## config.mk

```make
export PLATFORM = sky130hd
export DESIGN_NAME = uart_rx_core
export DESIGN_NICKNAME = d
export VERILOG_FILES = /design/src/rtl/uart_rx_core.sv
export SDC_FILE = /design/constraint.sdc
export NUM_CORES = 1
export LEC_CHECK = 0
export BUFFER_PORTS_ARGS = -buffer_cell sky130_fd_sc_hd__buf_4
export CORE_ASPECT_RATIO = 2
export CORE_MARGIN = 2
export CORE_UTILIZATION = 40
export DETAILED_ROUTE_END_ITERATION = 12
export PLACE_DENSITY_LB_ADDON = 0.15
export SETUP_SLACK_MARGIN = 0.02
export SLEW_MARGIN = 0
export SYNTH_ARGS = -nofsm -noshare
export SYNTH_HDL_FRONTEND = slang
export SYNTH_SLANG_ARGS = --single-unit
```

## constraint.sdc

```tcl
create_clock -name i_clock -period 3.7 [get_ports i_clock]
set_input_delay 0.185 -clock i_clock [delete_from_list [all_inputs] [get_ports i_clock]]
set_output_delay 0.185 -clock i_clock [all_outputs]
set_load 0.05 [all_outputs]
```

## src/rtl/uart_rx_core.sv

```systemverilog
`default_nettype none
// ============================================================================
//  Module   : uart_rx_core
//  Purpose  : 8N1 UART receiver. The serial line is synchronised with two
//             flops, framed by a mid-bit sampling FSM, and every good byte is
//             presented on a ready/valid interface. Bad stop bits and bytes
//             dropped because the previous byte was not yet taken are
//             reported as single-cycle pulses.
//  Ports    : i_clock         - system clock, rising edge
//             i_reset         - asynchronous reset, active low
//             i_uart_rx       - serial line, idles high, asynchronous
//             o_data          - received byte, held while valid is pending
//             o_data_valid    - byte available
//             i_data_ready    - consumer takes the byte when high with valid
//             o_framing_error - one-cycle pulse on a low stop bit
//             o_overrun       - one-cycle pulse when a finished byte is lost
//             o_busy          - FSM is not idle
//  Revision : 1.0 - initial release
// ============================================================================
module uart_rx_core #(
    parameter int CLOCK_FREQ = 125_000_000,
    parameter int BAUD_RATE  = 115_200,
    parameter int DATA_BITS  = 8
) (
    input  logic                 i_clock,
    input  logic                 i_reset,
    input  logic                 i_uart_rx,
    output logic [DATA_BITS-1:0] o_data,
    output logic                 o_data_valid,
    input  logic                 i_data_ready,
    output logic                 o_framing_error,
    output logic                 o_overrun,
    output logic                 o_busy
);

    localparam int CLKS_PER_BIT = CLOCK_FREQ / BAUD_RATE;
    localparam int CNT_W        = $clog2(CLKS_PER_BIT + 1);
    localparam int BIT_W        = $clog2(DATA_BITS + 1);

    localparam logic [CNT_W-1:0] c_full_bit = CNT_W'(CLKS_PER_BIT);
    localparam logic [CNT_W-1:0] c_half_bit = CNT_W'(CLKS_PER_BIT / 2);
    localparam logic [CNT_W-1:0] c_cnt_one  = CNT_W'(1);
    localparam logic [BIT_W-1:0] c_last_bit = BIT_W'(DATA_BITS - 1);
    localparam logic [BIT_W-1:0] c_bit_one  = BIT_W'(1);

    typedef enum logic [2:0] {
        S_IDLE      = 3'd0,
        S_START     = 3'd1,
        S_DATA      = 3'd2,
        S_STOP      = 3'd3,
        S_WAIT_IDLE = 3'd4
    } state_t;

    state_t                 state_q;
    logic                   sync1_q;
    logic                   rx_s_q;
    logic [CNT_W-1:0]       clk_cnt_q;
    logic [BIT_W-1:0]       bit_cnt_q;
    logic [DATA_BITS-1:0]   shift_q;
    logic [DATA_BITS-1:0]   data_q;
    logic                   valid_q;
    logic                   fe_q;
    logic                   ovr_q;
    logic                   w_tick;

    // Two-flop synchroniser; reset high so a reset never looks like a start bit.
    always_ff @(posedge i_clock or negedge i_reset) begin
        if (!i_reset) begin
            sync1_q <= 1'b1;
            rx_s_q  <= 1'b1;
        end else begin
            sync1_q <= i_uart_rx;
            rx_s_q  <= sync1_q;
        end
    end

    // A counter loaded with N expires N cycles later, in the cycle it reads 1.
    assign w_tick = (clk_cnt_q == c_cnt_one);

    always_ff @(posedge i_clock or negedge i_reset) begin
        if (!i_reset) begin
            state_q   <= S_IDLE;
            clk_cnt_q <= '0;
            bit_cnt_q <= '0;
            shift_q   <= '0;
            data_q    <= '0;
            valid_q   <= 1'b0;
            fe_q      <= 1'b0;
            ovr_q     <= 1'b0;
        end else begin
            fe_q  <= 1'b0;
            ovr_q <= 1'b0;

            // Acceptance clears valid; a commit below in the same cycle wins.
            if (valid_q && i_data_ready) begin
                valid_q <= 1'b0;
            end

            case (state_q)
                S_IDLE: begin
                    if (!rx_s_q) begin
                        state_q   <= S_START;
                        bit_cnt_q <= '0;
                        clk_cnt_q <= c_half_bit;
                    end
                end

                S_START: begin
                    if (w_tick) begin
                        if (rx_s_q) begin
                            // Line went back high before mid start bit: glitch.
                            state_q <= S_IDLE;
                        end else begin
                            state_q   <= S_DATA;
                            clk_cnt_q <= c_full_bit;
                        end
                    end else begin
                        clk_cnt_q <= clk_cnt_q - c_cnt_one;
                    end
                end

                S_DATA: begin
                    if (w_tick) begin
                        shift_q   <= {rx_s_q, shift_q[DATA_BITS-1:1]};
                        clk_cnt_q <= c_full_bit;
                        if (bit_cnt_q == c_last_bit) begin
                            state_q <= S_STOP;
                        end else begin
                            bit_cnt_q <= bit_cnt_q + c_bit_one;
                        end
                    end else begin
                        clk_cnt_q <= clk_cnt_q - c_cnt_one;
                    end
                end

                S_STOP: begin
                    if (w_tick) begin
                        if (rx_s_q) begin
                            // Slot is free if empty or being emptied this cycle.
                            if (!valid_q || i_data_ready) begin
                                data_q  <= shift_q;
                                valid_q <= 1'b1;
                            end else begin
                                ovr_q <= 1'b1;
                            end
                            state_q <= S_IDLE;
                        end else begin
                            fe_q    <= 1'b1;
                            state_q <= S_WAIT_IDLE;
                        end
                    end else begin
                        clk_cnt_q <= clk_cnt_q - c_cnt_one;
                    end
                end

                S_WAIT_IDLE: begin
                    // A held-low line (break) must not be taken as a new start bit.
                    if (rx_s_q) begin
                        state_q <= S_IDLE;
                    end
                end

                default: begin
                    state_q <= S_IDLE;
                end
            endcase
        end
    end

    assign o_data          = data_q;
    assign o_data_valid    = valid_q;
    assign o_framing_error = fe_q;
    assign o_overrun       = ovr_q;
    assign o_busy          = (state_q != S_IDLE);

endmodule
`default_nettype wire

```

==> run summary, run 1 <==
Status - completed
Register area share after synthesis - 0.505
Root Buffer - clkbuf_8
Final Hold Fails - 0
Critical Path Max Stage Delay - 0.67 ns
Cts repair resizes - 0
Die area - 5450 um2
Area delta synth->final - 14.6%
Post-synth ARST share - 1.00
CTS max path bufs - 2
Total gr overflow - 0
R2R Path End - bit_cnt_q[0]$_DFFE_PN0P_
Startpoint types - register
DR vias/cell - 5.79
Worst path required time - 3.87 ns
Synthesized area - 1940 um2
Unrepaired setup endpoints after global routing - false
CP cell instances - ha_1 > and3b_1 > a2111oi_0 > nand4_1 > o41ai_1
Initial Utilization - 0.417
Worst Min Path Start - i_data_ready
Max Slew Vio Count - 0
WHS Endpoint - o_overrun$_DFF_PN0_
Critical path arrival - 2.43 ns
Wire per inst - 16.8 um
Post-synthesis net count - 183
Synth warn - 0
CORE AREA - 4640 um2
Die height - 102 um
Reg clk slew, reported paths - 0.08 ns
Tmin final - 2.26 ns
CTS sink cnt - 39
# diodes - 0
Crit end category - register
Fin cells - 249
Hold Path Class - input pin to register
# H-tree levels - 2
Flops & latches, synth - 39
Post-synthesis cell type count - 48
Pre-Repair DR Iteration Count - 4
Worst Skew - 0.00407 ns
GRT Total Usage - 0.179
Post-synth EDFFs - 0
Routability Congestion - 0.934
Fraction of layout cells with a size suffix above 1 - 0.258
Number of port buffers - 15
R2r setup slk - 1.44 ns
Lkg Pwr - 0.996 nW
DRC Markers - 0
Vias in the first global route - 1511
Worst reg2reg startpoint - bit_cnt_q[0]$_DFFE_PN0P_
Hold depth - 3
Worst path slowest cell - a2111oi_0
Largest net degree at the start of global routing - 40
Worst reg-to-reg path cell count - 5
CTS tree - yes
Crit Path Category - register to register
Num rows - 35
Hold_ws - 0.254 ns
Sum Neg Setup Slack - 0 ns
Top-level I/O count - 16
Syn_area_per_cell - 11.0 um2
Max-cap violations - 0
Initial antenna violation count - 0
Nets - 200
DR vias - 1441
Inserted Clock Buffers - 5
Global-route wire length before repair - 7180 um
Initial DRC Count - 26
Cell count after placement - 239
Crit-path max FO - 4
Post-route clock period utilization - 0.609
Top_reg_cell synth - dfrtp_1
# hold bufs at CTS - 2
Synth Instances - 176
Final setup fails - 0
Power per Cell Area - 370 nW/um2
Worst skew pair latency - 0.29 ns
Max-slew headroom - 0.490
# fillers - 453
Hpwl dp - 3120 um
Final WL - 4190 um
Worst Tran Pin Value - 0.746 ns
Post-CTS setup buffers - 0
Fmax - 443 MHz
Routed Antenna Nets - 0
Peak VDD IR - 298 uV
Die X - 53.2 um
==> area by class of cell <==
type	count	area [um2]	area share
clock inverters	2	38.8	0.0175
inverters	4	15.0	0.00677
clock buffers	6	82.6	0.0372
repair buffers	17	133	0.0598
flip-flops and latches	39	978	0.441
multi-input cells	126	902	0.407
well taps	55	68.8	0.0310
==> registers in the layout, indices dropped and copies added (netlist names) <==
signal           cells
rx_s_q               1
state_q              3
o_framing_error      1
shift_q              8
clk_cnt_q           11
o_data               8
bit_cnt_q            4
o_overrun            1
o_data_valid         1
sync1_q              1
==> layout by cell type (no fill, tap or decap), drive strengths merged, types with 2 or more instances in the layout <==
master | Yosys | routed
nand4 | 2 | 2
inv | 4 | 5
a31oi | 2 | 2
dlygate4sd3 | 0 | 2
xor2 | 2 | 2
buf | 4 | 15
nand2 | 8 | 8
a21o | 3 | 3
nand3 | 12 | 12
nor4 | 4 | 4
ha | 3 | 3
nor2 | 17 | 17
o21ai | 10 | 10
a21oi | 13 | 13
dfstp | 2 | 2
mux2 | 16 | 16
and3 | 3 | 3
dfrtp | 37 | 37
or3 | 2 | 2
clkbuf | 3 | 6
nor3 | 7 | 7
o31ai | 3 | 3
==> cell usage after synthesis, drive strengths merged, types with 2 or more instances <==
master,instances,area [um2]
a21o,3,22.5
a21oi,13,65.1
a31oi,2,12.5
and3,3,18.8
buf,4,28.8
clkbuf,3,11.3
dfrtp,37,926
dfstp,2,52.6
ha,3,37.5
inv,4,15.0
mux2,16,184
nand2,8,30.0
nand3,12,97.6
nand4,2,12.5
nor2,17,71.3
nor3,7,35.0
nor4,4,55.1
o21ai,10,57.6
o31ai,3,22.5
or3,2,12.5
xor2,2,17.5
==> how the worst max path moves through the flow <==
stage                              from                        to  slack, ns  cells past startpoint
3_5_place_dp   bit_cnt_q[0]$_DFFE_PN0P_  bit_cnt_q[0]$_DFFE_PN0P_       1.50                      5
6_report       bit_cnt_q[0]$_DFFE_PN0P_  bit_cnt_q[0]$_DFFE_PN0P_       1.44                      5
3_3_place_gp   clk_cnt_q[1]$_DFFE_PN0P_    shift_q[0]$_DFFE_PN0P_       1.52                      6
5_1_grt        bit_cnt_q[0]$_DFFE_PN0P_  bit_cnt_q[0]$_DFFE_PN0P_       1.31                      5
4_1_cts        bit_cnt_q[0]$_DFFE_PN0P_  bit_cnt_q[0]$_DFFE_PN0P_       1.46                      5
2_1_floorplan  bit_cnt_q[0]$_DFFE_PN0P_  bit_cnt_q[0]$_DFFE_PN0P_       1.79                      5
==> critical path: cells and delay by family, from the launching register on <==
| kind | cells | cell delay (ns) |
|---|---|---|
| flops | 1 | 0.42 |
| simple gates | 2 | 0.48 |
| compound gates | 2 | 1.00 |
| fa+ha+maj | 1 | 0.24 |
==> logic make-up (layout without fill, tap and decap cells) <==
logic type,count (synthesis),in the layout,share of synthesized area
XOR/XNOR,2,2,0.00905
buffers and inverters,11,29,0.0284
multiplexers,17,17,0.100
AND/OR/NAND/NOR,62,62,0.197
flip-flops,39,39,0.505
adder cells (fa/ha/maj),3,3,0.0194
AO/OA/AOI/OAI,42,42,0.140
==> metal layers <==
layer / global-route usage / vias to the layer above / part of all wire
met5: 0 / - / 0
met4: 0.0986 / 0 / 0.026
met3: 0.0336 / 12 / 0.034
met2: 0.313 / 38 / 0.55
met1: 0.195 / 712 / 0.39
li1: - / 679 / -
==> where the power goes <==
group / total, W / internal, W / switching (W) / leakage [nW]
Clock: 0.000376 / 0.000222 / 0.000154 / 0.0618
Sequential: 0.000430 / 0.000428 / 0.00000219 / 0.498
Combinational: 0.0000145 / 0.00000432 / 0.0000102 / 0.437
==> stage by stage <==
step                      utilization  setup slack (ns)  instance area [um2]  power (W)
after floorplan                     -              1.79                 1940   0.000441
after global placement          0.447              1.52                 2080   0.000452
after detailed placement        0.447              1.50                 2080   0.000452
after CTS                       0.478              1.46                 2220   0.000829
after global routing            0.478              1.31                 2220   0.000851
final                           0.478              1.44                 2220   0.000820
Power figures use the tool's default switching activity.
==> inputs of run 2 (changes only) <==
==> constraint.sdc (replaced) <==
create_clock -name i_clock -period 2 [get_ports i_clock]
set_input_delay 0.1 -clock i_clock [delete_from_list [all_inputs] [get_ports i_clock]]
set_output_delay 0.1 -clock i_clock [all_outputs]
set_load 0.05 [all_outputs]
==> run summary, run 2 (synthesized netlist as in run 1, its figures left out) <==
Fmax - 525 MHz (+18%)
Max-slew headroom - 0.486 (-0.00410)
Status - completed
Top-level I/O count - 16 (unchanged)
Lkg Pwr - 1.09 nW (+9.8%)
Crit-path max FO - 7 (+3)
Root Buffer - clkbuf_8
Hold depth - 3 (unchanged)
GRT Total Usage - 0.193 (+0.0143)
Global-route wire length before repair - 7580 um (+5.6%)
Number of port buffers - 15 (unchanged)
Commonest non-fill, non-tap cell in the layout - dfrtp_1
Nets - 220 (+10%)
Worst reg-to-reg path cell count - 9 (+4)
Uppermost routed layer - met4
Die X - 53.2 um (unchanged)
Max reg flops - 11 (unchanged)
DR vias - 1519 (+5.4%)
Post-route clock period utilization - 0.952 (+0.342)
DR vias/cell - 5.65 (-2.4%)
Delay-heaviest family, CP - simple AND/OR/NAND/NOR gates
Fraction of layout cells with a size suffix above 1 - 0.336 (+0.0787)
Vias in the first global route - 1671 (+11%)
DRT met1 WL - 1640 um (+0.18%)
Peak VDD IR - 409 uV (+37%)
# H-tree levels - 2 (unchanged)
CTS tree - yes
Cell count after placement - 257 (+7.5%)
Worst skew pair latency - 0.29 ns (about the same)
Power per Cell Area - 616 nW/um2 (+67%)
Final WL - 4600 um (+9.7%)
Initial antenna violation count - 0 (unchanged)
Final setup fails - 0 (unchanged)
Met3 WL - 100 um (-30%)
CP Buf/Inv Count - 3 (+3)
Reg clk slew, reported paths - 0.08 ns (about the same)
CP cell instances - inv_1 > ha_1 > nor2b_1 > buf_4 > and3_1 > buf_4 > and3_1 > o31ai_1 > nor2_1
CTS max path bufs - 2 (unchanged)
Worst Tran Pin Value - 0.768 ns (+0.0226 ns)
Min setup slack post-route - 0.0961 ns (-1.35 ns)
Area delta synth->final - 23.8%
Total gr overflow - 0 (unchanged)
Pre-Repair DR Iteration Count - 4 (unchanged)
Final Util - 0.516 (+0.0383)
Hold Path Class - input pin to register
Startpoint types - register
CTS sink cnt - 39 (unchanged)
CORE AREA - 4640 um2 (unchanged)
Die area - 5450 um2 (unchanged)
Hpwl dp - 3510 um (+12%)
Fin cells - 269 (+8.0%)
Initial Utilization - 0.417 (unchanged)
Die height - 102 um (unchanged)
Initial DRC Count - 38 (+46%)
Num rows - 35 (unchanged)
Max Slew Vio Count - 0 (unchanged)
Routability Congestion - 0.950 (+1.7%)
Worst path slowest cell - dfrtp_1
Setup WS pre-CTS - -0.0576 ns (-1.55 ns)
Crit end category - register
Worst Skew - 0.00514 ns (+0.00106 ns)
Tmin final - 1.90 ns (-0.351 ns)
Routed Antenna Nets - 0 (unchanged)
# diodes - 0 (unchanged)
WP depth - 9 (+4)
Final total power - 0.00148 W (+80%)
DRC Markers - 0 (unchanged)
Worst path required time - 2.17 ns (-1.70 ns)
Most frequent cells in the layout - dfrtp_1 (37), buf_4 (35), nor2_1 (16)
Largest net degree at the start of global routing - 40 (unchanged)
Unrepaired setup endpoints after global routing - false
Critical Path Max Stage Delay - 0.38 ns (-0.29 ns)
Critical path arrival - 2.08 ns (-0.35 ns)
Final Hold Fails - 0 (unchanged)
Wire per inst - 17.1 um (+1.5%)
Biggest register - clk_cnt_q
Met2 WL post-DR - 2710 um (+17%)
Max-cap violations - 0 (unchanged)
Crit Path Category - register to register
Inserted Clock Buffers - 5 (unchanged)
==> run 2: cell count changes in the layout (fill, tap and decap cells not counted), sizes merged <==
| cell | change |
|---|---|
| buf | +20 |
| clkinvlp | +1 |
| inv | -1 |
==> run 2: area by class of cell <==
class,count,area [um2]
flip-flops and latches,39,978
repair buffers,37,283
clock inverters,2,37.5
well taps,55,68.8
fillers,458,2250
clock buffers,6,72.6
inverters,4,15.0
multi-input cells,126,941
==> run 2: through the flow <==
stage               hold WS, ns  setup TNS, ns  cell area (um2)
floorplan                -0.196              0             1940
global placement         0.0972              0             2210
detailed placement        0.105        -0.0576             2210
CTS                       0.178              0             2350
global route              0.194              0             2400
finish                    0.184              0             2400
==> run 2: per-layer routing <==
layer  vias up  global-route usage
li1        718                   -
met1       763               0.183
met5         -                   0
met4         0               0.122
met2        26               0.359
met3        12              0.0351
==> run 2: worst min-delay path: cells and delay by family <==
family,cells,cell delay (ns)
buffers and inverters,1,0.07
AND/OR/NAND/NOR,2,0.26
==> run 2: report_power, final <==
| part | switching (W) | leakage [nW] | internal, W |
|---|---|---|---|
| clock | 0.000280 | 0.0514 | 0.000372 |
| sequential | 0.00000470 | 0.498 | 0.000792 |
| combinational | 0.0000197 | 0.545 | 0.00000799 |
| total | 0.000304 | 1.09 | 0.00117 |
==> run 2: timing repair <==
action                                 in CTS  in global routing
resized for setup                           2                  4
setup buffers                               0                  2
setup endpoints to repair                   4                  8
endpoints found under the hold margin      38                  0
hold buffers                                2                  0
pin swaps                                   0                  3
cloned                                      0                  0
==> run 2: final timing paths <==
path | from | end | slack [ns]
setup / recovery | clk_cnt_q[1]$_DFFE_PN0P_ | state_q[0]$_DFFE_PN0P_ | 0.1
hold / removal | i_data_ready | o_overrun$_DFF_PN0_ | 0.18
setup reg to reg | clk_cnt_q[1]$_DFFE_PN0P_ | state_q[0]$_DFFE_PN0P_ | 0.1
hold reg to reg | sync1_q$_DFF_PN1_ | rx_s_q$_DFF_PN1_ | 0.36
max in group asynchronous | i_reset | sync1_q$_DFF_PN1_ | 1.33
min in group asynchronous | i_reset | clk_cnt_q[6]$_DFFE_PN0P_ | 0.31
